==> src/rtl/mem_arb_pkg.sv <==
// Shared types and constants for the two-port memory arbiter.
package mem_arb_pkg;

  typedef enum logic [1:0] {StIdle, StBeat0, StBeat1, StResp} arb_state_t;

  typedef logic req_id_t;

  localparam int unsigned VEC_BEATS = 2;

  function automatic logic [1:0] id_onehot(req_id_t id);
    return id ? 2'b10 : 2'b01;
  endfunction

endpackage

==> src/rtl/rr_arbiter2.sv <==
// Two-way round-robin grant with a last-grant register (resets to 1 so port 0 wins the first tie).
module rr_arbiter2
  import mem_arb_pkg::*;
(
  input  logic       clk,
  input  logic       reset,
  input  logic       enable,
  input  logic [1:0] req,
  output logic [1:0] grant,
  output req_id_t    grant_id
);

  req_id_t last_grant_q;

  always_comb begin
    grant_id = req[1];
    if (req == 2'b11) grant_id = ~last_grant_q;
    grant = (enable && (req != 2'b00)) ? id_onehot(grant_id) : 2'b00;
  end

  always_ff @(posedge clk) begin
    if (reset) begin
      last_grant_q <= 1'b1;
    end else if (grant != 2'b00) begin
      last_grant_q <= grant_id;
    end
  end

endmodule

==> src/rtl/mem_port_arbiter.sv <==
// Arbitrates two requesters onto a 32-bit, 1-cycle-latency memory; supports 64-bit two-beat access.
module mem_port_arbiter
  import mem_arb_pkg::*;
(
  input  logic        clk,
  input  logic        reset,
  input  logic [1:0]  rq_valid,
  input  logic [1:0]  rq_we,
  input  logic [1:0]  rq_vec,
  input  logic [31:0] rq_addr0,
  input  logic [31:0] rq_addr1,
  input  logic [63:0] rq_wdata0,
  input  logic [63:0] rq_wdata1,
  output logic [1:0]  rq_ready,
  output logic [1:0]  rsp_valid,
  output logic [63:0] rsp_rdata,
  output logic [31:0] mem_addr,
  output logic [31:0] mem_wdata,
  output logic        mem_we,
  input  logic [31:0] mem_rdata,
  output logic        busy
);

  localparam int unsigned DataW = 32 * VEC_BEATS;

  arb_state_t       state_q;
  req_id_t          id_q;
  logic             we_q;
  logic             vec_q;
  logic [31:0]      addr_q;
  logic [DataW-1:0] wdata_q;
  logic [DataW-1:0] rdata_q;

  logic [1:0] grant;
  req_id_t    grant_id;

  rr_arbiter2 u_rr_arbiter2 (
    .clk      (clk),
    .reset    (reset),
    .enable   ((state_q == StIdle) && !reset),
    .req      (rq_valid),
    .grant    (grant),
    .grant_id (grant_id)
  );

  assign rq_ready = grant;

  always_ff @(posedge clk) begin
    if (reset) begin
      state_q <= StIdle;
      id_q    <= 1'b0;
      we_q    <= 1'b0;
      vec_q   <= 1'b0;
      addr_q  <= '0;
      wdata_q <= '0;
      rdata_q <= '0;
    end else begin
      unique case (state_q)
        StIdle: begin
          if (grant != 2'b00) begin
            id_q    <= grant_id;
            we_q    <= rq_we[grant_id];
            vec_q   <= rq_vec[grant_id];
            addr_q  <= grant_id ? rq_addr1 : rq_addr0;
            wdata_q <= grant_id ? rq_wdata1 : rq_wdata0;
            rdata_q <= '0;
            state_q <= StBeat0;
          end
        end
        StBeat0: state_q <= vec_q ? StBeat1 : StResp;
        StBeat1: begin
          rdata_q[31:0] <= mem_rdata;
          state_q       <= StResp;
        end
        StResp: begin
          if (vec_q) rdata_q[63:32] <= mem_rdata;
          else       rdata_q[31:0]  <= mem_rdata;
          state_q <= StIdle;
        end
        default: state_q <= StIdle;
      endcase
    end
  end

  // The final read word arrives during RESP, so the response word bypasses it from mem_rdata.
  always_comb begin
    mem_addr  = '0;
    mem_wdata = '0;
    mem_we    = 1'b0;
    rsp_valid = 2'b00;
    rsp_rdata = '0;
    busy      = 1'b0;
    if (!reset) begin
      busy = (state_q != StIdle);
      unique case (state_q)
        StIdle: ;
        StBeat0: begin
          mem_addr  = addr_q;
          mem_wdata = wdata_q[31:0];
          mem_we    = we_q;
        end
        StBeat1: begin
          mem_addr  = addr_q + 32'd1;
          mem_wdata = wdata_q[63:32];
          mem_we    = we_q;
        end
        StResp: begin
          rsp_valid = id_onehot(id_q);
          if (!we_q) rsp_rdata = vec_q ? {mem_rdata, rdata_q[31:0]} : {32'h0, mem_rdata};
        end
        default: ;
      endcase
    end
  end

endmodule

==> config.mk <==
export PLATFORM = sky130hd
export DESIGN_NAME = mem_port_arbiter
export DESIGN_NICKNAME = d
export VERILOG_FILES = /design/src/rtl/mem_arb_pkg.sv /design/src/rtl/rr_arbiter2.sv /design/src/rtl/mem_port_arbiter.sv
export SDC_FILE = /design/constraint.sdc
export NUM_CORES = 1
export LEC_CHECK = 0
export ABC_CLOCK_PERIOD_IN_PS = 3300
export BUFFER_PORTS_ARGS = -buffer_cell sky130_fd_sc_hd__clkbuf_2
export CAP_MARGIN = 15
export CORE_MARGIN = 2
export CORE_UTILIZATION = 40
export DETAILED_ROUTE_END_ITERATION = 12
export HOLD_SLACK_MARGIN = 0.02
export PLACE_DENSITY = 0.68
export SLEW_MARGIN = 10
export SYNTH_ARGS = -nofsm -noshare
export SYNTH_HDL_FRONTEND = slang
export SYNTH_SLANG_ARGS = --single-unit
export TNS_END_PERCENT = 1
==> constraint.sdc <==
create_clock -name clk -period 3.3 [get_ports clk]
set_clock_uncertainty 0.2 [all_clocks]
set_input_delay 0.99 -clock clk [delete_from_list [all_inputs] [get_ports clk]]
set_output_delay 0.99 -clock clk [all_outputs]
set_load 0.05 [all_outputs]
Word level (Yosys, flattened, before mapping) --
Cells that the tools add are included.
Word-level totals: register bits after elaboration 134, output and inout bits 134, bits of input ports 232, word-level logic and storage cells 57
Operators by class: equality and inequality tests 6, magnitude comparators 1, multiplexer cells 29, add/subtract/negate cells 1, reduce and logical (&&, ||, !) cells 11, bitwise logic cells 1
Operators with widths (count):
- $mux W64 | 5
- $mux W32 | 5
- $pmux W32 S2 | 2
- $pmux W32 S3 | 1
- $add A32 B1 Y32 const B | 1
- $mux W2 | 6
- $mux W1 | 9
- $pmux W2 S4 | 1
- $eq A2 B2 Y1 const B | 3
- $reduce_bool A2 Y1 | 3
- $reduce_and A3 Y1 | 1
- $reduce_bool A3 Y1 | 1
- $eq A2 B1 Y1 const B | 1
- $logic_and A1 B1 Y1 | 2
- $logic_not A2 Y1 | 1
- $lt A1 B2 Y1 const B | 1
- $ne A2 B1 Y1 const B | 1
- $ne A2 B2 Y1 const B | 1
- $reduce_and A2 Y1 | 1
- $reduce_or A2 Y1 | 1
- $logic_not A1 Y1 | 1
- $not A1 Y1 | 1

Logic depth before layout (Yosys ltp) --
Gate-level depths: netlist of the first run.
depth after elaboration 7, gate-level depth with buffers 8, depth with buffers taken out 6

Cells and area by module --
A second synthesis of the first run with hierarchy kept.
Second synthesis, totals: cell total of the unflattened synthesis 987, area total of the unflattened synthesis 7860.0 µm²
By module, submodules not included:
- mem_port_arbiter | cells each 979, area an instance 7796.2 µm², times used 1, seq. area each 2662.6 µm²
- rr_arbiter2 | cells each 8, area an instance 63.8 µm², times used 1, seq. area each 20.0 µm²

Worst setup path before layout of the first run --
No wires, ideal clock.
kind input port to output port, start input reset, end output mem_addr[30], setup slack -1.193 ns, data required time 2.110 ns, arrival time 3.303 ns, buffers on the path 2, stages on the path 4, cells stage by stage clkbuf_1 > nand3b_1 > clkbuf_1 > o41ai_1
On the way: cells in the longest elaborated chain, start to end 1
Ends and longest elaborated chain:
- from (decl) | RTL line mem_port_arbiter.sv:6 | input logic reset,
- $mux W32 | RTL line mem_port_arbiter.sv:93 | if (!reset) begin
- to (decl) | RTL line mem_port_arbiter.sv:17 | output logic [31:0] mem_addr,
Every way passes these cells.

Final worst setup path of the first run --
start register addr_q[1], end output mem_addr[28]
On the way: cells in the longest elaborated chain, start to end 3
Ends and longest elaborated chain:
- from (decl) | RTL line mem_port_arbiter.sv:30 | logic [31:0] addr_q;
- from (signal assigned) | RTL line mem_port_arbiter.sv:64 | addr_q <= grant_id ? rq_addr1 : rq_addr0;
- $add A32 B1 Y32 | RTL line mem_port_arbiter.sv:103 | mem_addr = addr_q + 32'd1;
- $pmux W32 S2 | RTL line mem_port_arbiter.sv:95 | unique case (state_q)
- $mux W32 | RTL line mem_port_arbiter.sv:93
Every way passes these cells.

==> impl_metrics.ini, run 1 <==
[layout]
final_common_cell = clkbuf_2
finish.utilization_pct = 65.4
diodes = 0
syn2layout_area_growth_pct = 59.2
final_cell_mix = clkbuf_2, nor2_1, mux2i_1
num-nets-final = 1606
drive_gt1_share_pct = 42.2
layoutNonFillerInstCount = 1645

[sta]
period_needed_ps = 3530
rsz0062_at_grt = yes
timing.fmax_ghz = 0.283
hold_viol = 0
slew_headroom_pct = 35.3
maxSlewViolCount = 0
post-route-period-util_pct = 107
fin_ws_ps = -232
worst_pin_slew_ps = 970
setup_viol = 61

[drt]
ant_nets = 0
drc_errors = 0
vias = 9119
drtIter0Drc = 545
viasPerCell = 5.54
drtPass1Iterations = 4
routedWlPerCell_um = 17.6
routed_wl_mm = 29.0

[synthesis]
synth_edf_count = 0
yosys_warnings = 0
yosysUniqueCellTypes = 50
ys_ff_latch = 134
ys.flop_type = dfxtp_1
synth_top_area_share_pct = 33.2
syn_nets = 1257
synth_top_area_cell = dfxtp_1
yosysSeqAreaShare_pct = 33.2
synthArstFlopShare_pct = 0
syn_area_um2 = 8080
synthCells = 1018
synth.area.top_cells = dfxtp_1, mux2i_1, a211oi_1
syn_avg_cell_area_um2 = 7.94

[power_and_ir_drop]
pwr-share-clk_pct = 21.9
p_int_mw = 4.92
p_sw_share_pct = 43.8
power.density_nw_per_um2 = 680
power_leakage_nw = 5.38
power_switching_mw = 3.83
pwr-share-comb_pct = 48.9
irDropWorstVdd_v = 0.000643
p_seq_share_pct = 29.2

[worst_hold_path]
min-delay-path-class = reg2reg
whs_endpoint = rdata_q[7]$_SDFFE_PP0P_
whs_path_depth = 2
min-delay-start = rdata_q[7]$_SDFFE_PP0P_

[setup_path]
slowest_stage = or4_4
r2r-end = rdata_q[4]$_SDFFE_PP0P_
reg2reg_from = state_q[1]$_SDFFE_PP0P_
critPathArrivalTime_ps = 2340
cp_data_required_time_ps = 2110
reg2reg_slack_ps = 1030
crit_path_max_incr_delay_ps = 550
critPathTopFamily = simple AND/OR/NAND/NOR gates
cp_max_fo = 4
critPathLaunchType = flop
cp_cell_sequence = ha_4 -> nand3_4 -> or4_4 -> buf_6 -> o31ai_1 -> o211ai_1 -> buf_12
path_buf_inv = 2
reg2regPathDepth = 5
worstSetupPathType = reg2out
endpoint_kind = primary output

[clock_network]
cts_buffer_depth = 2
path_clk_slew_ps = 60
clk_latency_ps = 410
ctsHoldBuffers = 0
cts-htree-levels = 4
cts_tree = yes
cts_num_sinks = 134
numCtsBuffers = 17
cts-root-buf = clkbuf_16

[floorplan]
die_y_um = 146
start_util_pct = 41.1
core_area_um2 = 19700
die-area_um2 = 21400
ios = 366
row_count = 51
fp.dieW_um = 146

[global_routing]
grt_pass1_vias = 8831
grt_max_degree = 111
grt_usage_pct = 25.7
antenna_found_initial = 0
grt.overflow.total = 0
grt_first_pass_wirelength_mm = 44.8

[run]
maxCapViolCount = 0

[placed_design]
place_ws_ps = -281
dpl.hpwl_mm = 20.5
dp_cells = 1609
gp_congestion = 0.896
io_buffers = 365

[status]
violations = setup timing
status = complete, but fails checks
==> final cells by class <==
type	instances	area, um2
multi-input combinational	766	5390
fill	1659	6790
clock inverter	15	163
tap	265	332
inverter	7	26.3
clock buffer	17	425
timing repair buffer	441	3830
sequential	134	2700
==> cells in the mapped netlist (7+ instances only) <==
master and instances:
a31oi_1 9, a22oi_1 33, mux2i_1 131, o21ai_0 49, and4_1 7, inv_1 7
ha_1 7, a211oi_1 100, nor3_1 11, nor2_1 179, clkbuf_1 95, dfxtp_1 134
a21oi_1 43, nand2_1 35, nand4_1 44, and3_1 32, nand3_1 14, buf_2 13
==> how the worst max path moves through the flow <==
stage | startpoint | endpoint | slack, ps | cells after the start
5_1_grt | addr_q[1]$_SDFFE_PP0P_ | mem_addr[28] | -290 | 7
6_report | addr_q[1]$_SDFFE_PP0P_ | mem_addr[28] | -230 | 7
3_5_place_dp | reset | rsp_rdata[1] | -280 | 7
2_1_floorplan | reset | mem_addr[28] | -410 | 4
3_3_place_gp | reset | mem_wdata[24] | -260 | 6
4_1_cts | reset | mem_addr[28] | -240 | 5
==> worst reg2reg max path, cell delays in order (launching register included) <==
cell     delay, ps
dfxtp_1        350
buf_4          140
ha_1           300
a21o_1         810
o21ai_0        220
a21oi_1        180
==> registers in the layout (all words and copies together), names as in the netlist <==
register and flops:
vec_q 1, rdata_q 32, id_q 1, addr_q 32, we_q 1, state_q 2, wdata_q 64, u_rr_arbiter2.last_grant_q 1
==> cell families after synthesis <==
family,count (synthesis),synth area share (%)
AOI/OAI and AO/OA,271,22.5
xor gates and xnor gates,2,0.217
adders and majority gates,7,1.08
buffers and inverters,118,5.68
DFF,134,33.2
muxes,131,16.2
and+or+nand+nor,355,21.1
==> repair_timing <==
action	4_1_cts	5_1_grt
setup buffers	5	0
endpoints found under the setup margin	128	110
pin swaps	11	7
resized for setup	158	140
==> metrics by stage <==
| stage | setup TNS [ps] | hold WS (ps) | instance area [um2] | total power, mW |
|---|---|---|---|---|
| after floorplan | -28510 | 238 | 8250 | 5.20 |
| after global placement | -16800 | 257 | 11300 | 6.52 |
| after detailed placement | -20690 | 266 | 11300 | 6.59 |
| after CTS | -5820 | 274 | 12600 | 8.71 |
| after global routing | -8930 | 289 | 12900 | 9.29 |
| final | -5230 | 272 | 12900 | 8.75 |
==> power by group through the flow <==
stage	clock, mW	sequential (mW)	combinational, mW
after floorplan	0	2.45	2.75
after global placement	0	2.52	4.00
after detailed placement	0	2.54	4.05
after CTS	1.96	2.53	4.22
after global routing	2.02	2.61	4.65
final	1.92	2.55	4.28
==> metal layers <==
| layer | GRT usage [%] | up-vias | wire length [um] |
|---|---|---|---|
| li1 | - | 4482 | - |
| met1 | 30.8 | 4268 | 11800 |
| met2 | 45.9 | 335 | 14900 |
| met3 | 5.63 | 34 | 1800 |
| met4 | 8.11 | 0 | 504 |
| met5 | 0 | - | 0 |
Note: power is estimated with default switching activity, not from simulation.
==> inputs of run 2 (changes only) <==
- CORE_UTILIZATION: 40 -> 30
- PLACE_DENSITY: 0.68 -> 0.53
- SKIP_CTS_REPAIR_TIMING: unset -> 1
==> run 2 against run 1 <==
The flow still finishes with violations (setup timing). Maximum frequency rose by 0.22%. Non-clock buffer count rose by 10. Cell area shrank 1.5%. Worst hold slack got worse by 1.3 ps. Core utilization shrank 18 points. Clock power is 5% lower. Die area up 32%. Critical path depth stayed put. Via count shrank 2.3%. Critical path type unchanged. Critical endpoint is now mem_addr[24]. Largest cell class unchanged.
==> impl_metrics.ini, run 2 (synthesized netlist as in run 1, its figures left out) <==
[sta]
period_needed_ps = 3520
post-route-period-util_pct = 107
maxSlewViolCount = 0
timing.fmax_ghz = 0.284
rsz0062_at_grt = yes
slew_headroom_pct = 36.6
hold_viol = 0
worst_pin_slew_ps = 950
fin_ws_ps = -225
setup_viol = 15
whs_ps = 271

[global_routing]
grt_max_degree = 72
grt_first_pass_wirelength_mm = 43.0
grt_usage_pct = 19.0
antenna_found_initial = 0
grt.overflow.total = 0
grt_pass1_vias = 7976

[setup_path]
critPathLaunchType = flop
worstSetupPathType = reg2out
endpoint_kind = primary output
cp_cell_sequence = ha_4 -> nand3_4 -> or4_4 -> buf_8 -> or4_4 -> nand3_4 -> buf_12
crit_path_max_incr_delay_ps = 520
reg2regPathDepth = 6
slowest_stage = or4_4
critPathArrivalTime_ps = 2330
cp_data_required_time_ps = 2110
cp_max_fo = 6

[worst_hold_path]
whs_path_depth = 2
min-delay-path-class = reg2reg

[floorplan]
row_count = 60
die_y_um = 168
start_util_pct = 30.2
ios = 366
die-area_um2 = 28300
core_area_um2 = 26700
fp.dieW_um = 168

[layout]
top_register = wdata_q
multi_input_area_um2 = 5470
postLayoutCellArea_um2 = 12700
final_cell_mix = clkbuf_2, mux2i_1, dfxtp_1
largest_reg_flops = 64
reg.largest.list = wdata_q: 64 flops, addr_q: 32 flops, rdata_q: 32 flops
seq_area_um2 = 2690
drive_gt1_share_pct = 43.4
nFillCells = 2616
num-nets-final = 1616
layoutNonFillerInstCount = 1731
diodes = 0
syn2layout_area_growth_pct = 56.7
final_common_cell = clkbuf_2

[drt]
viasPerCell = 5.15
vias = 8909
routed_wl_mm = 28.6
drtIter0Drc = 508
ant_nets = 0
drc_errors = 0
drtPass1Iterations = 5
routedWlPerCell_um = 16.5

[placed_design]
dpl.hpwl_mm = 21.0
io_buffers = 365
dp_cells = 1698
gp_congestion = 0.850
place_area_um2 = 11500

[clock_network]
clk_latency_ps = 410
cts_tree = yes
cts-htree-levels = 4
cts_buffer_depth = 2
cts-root-buf = clkbuf_16
path_clk_slew_ps = 70
cts_num_sinks = 134
numCtsBuffers = 17

[status]
status = complete, but fails checks
violations = setup timing

[power_and_ir_drop]
power_leakage_nw = 5.34
irDropWorstVdd_v = 0.000324
power.density_nw_per_um2 = 692

[run]
maxCapViolCount = 0
run 2: cell types whose count changed in the layout (fill, tap and decap cells not counted), moves of 4 or more:
cell	previous run	this run
nor2_4	1	16
clkbuf_2	238	243
and3_4	7	1
buf_12	54	47
clkbuf_8	7	0
buf_4	66	98
buf_8	40	3
buf_2	1	13
and3_1	25	31
nor2_1	138	122
inv_8	0	4
clkbuf_4	8	16
run 2: cell type report:
cell class,count,area share [%]
multi-input combinational,766,43.2
timing repair buffer,451,27.5
sequential,134,21.3
tap,341,3.37
clock buffer,17,3.36
clock inverter,15,1.06
inverter,7,0.207
run 2: where the power goes:
| group | internal [mW] | leakage (nW) | switching (mW) | total (mW) |
|---|---|---|---|---|
| combinational | 1.69 | 3.96 | 2.72 | 4.41 |
| clock | 0.994 | 0.269 | 0.826 | 1.82 |
| sequential | 2.15 | 1.11 | 0.392 | 2.54 |
| total | 4.83 | 5.34 | 3.94 | 8.77 |
run 2: final timing paths:
kind,slack (ps),endpoint,start
hold / removal,270,rdata_q[26]$_SDFFE_PP0P_,rdata_q[26]$_SDFFE_PP0P_
setup / recovery,-220,mem_addr[24],addr_q[1]$_SDFFE_PP0P_
setup reg to reg,1100,rdata_q[30]$_SDFFE_PP0P_,state_q[0]$_SDFFE_PP0P_
hold reg to reg,270,rdata_q[26]$_SDFFE_PP0P_,rdata_q[26]$_SDFFE_PP0P_
run 2: through the flow:
| step | setup WS, ps | util (%) | setup TNS, ps | total power, mW |
|---|---|---|---|---|
| finish | -225 | 47.4 | -1620 | 8.77 |
| global route | -287 | 47.4 | -3740 | 9.35 |
| CTS | -416 | 44.9 | -17740 | 8.60 |
| detailed placement | -218 | 42.9 | -13210 | 6.75 |
| global placement | -207 | 42.9 | -11840 | 6.72 |
| floorplan | -407 | - | -28510 | 5.20 |
run 2: routing by layer:
| layer | up-vias | track usage, % | share of wire [%] |
|---|---|---|---|
| met4 | 0 | 3.82 | 0.78 |
| met3 | 14 | 4.47 | 5.6 |
| met1 | 4121 | 24.3 | 44 |
| met5 | - | 0 | 0 |
| li1 | 4497 | - | - |
| met2 | 277 | 33.0 | 49 |
run 2: critical path: cells and delay by family (launching register included):
kind	cells	cell delay (ps)
DFF	1	350
and+or+nand+nor	4	1130
buffers and inverters	2	280
adders and majority gates	1	150
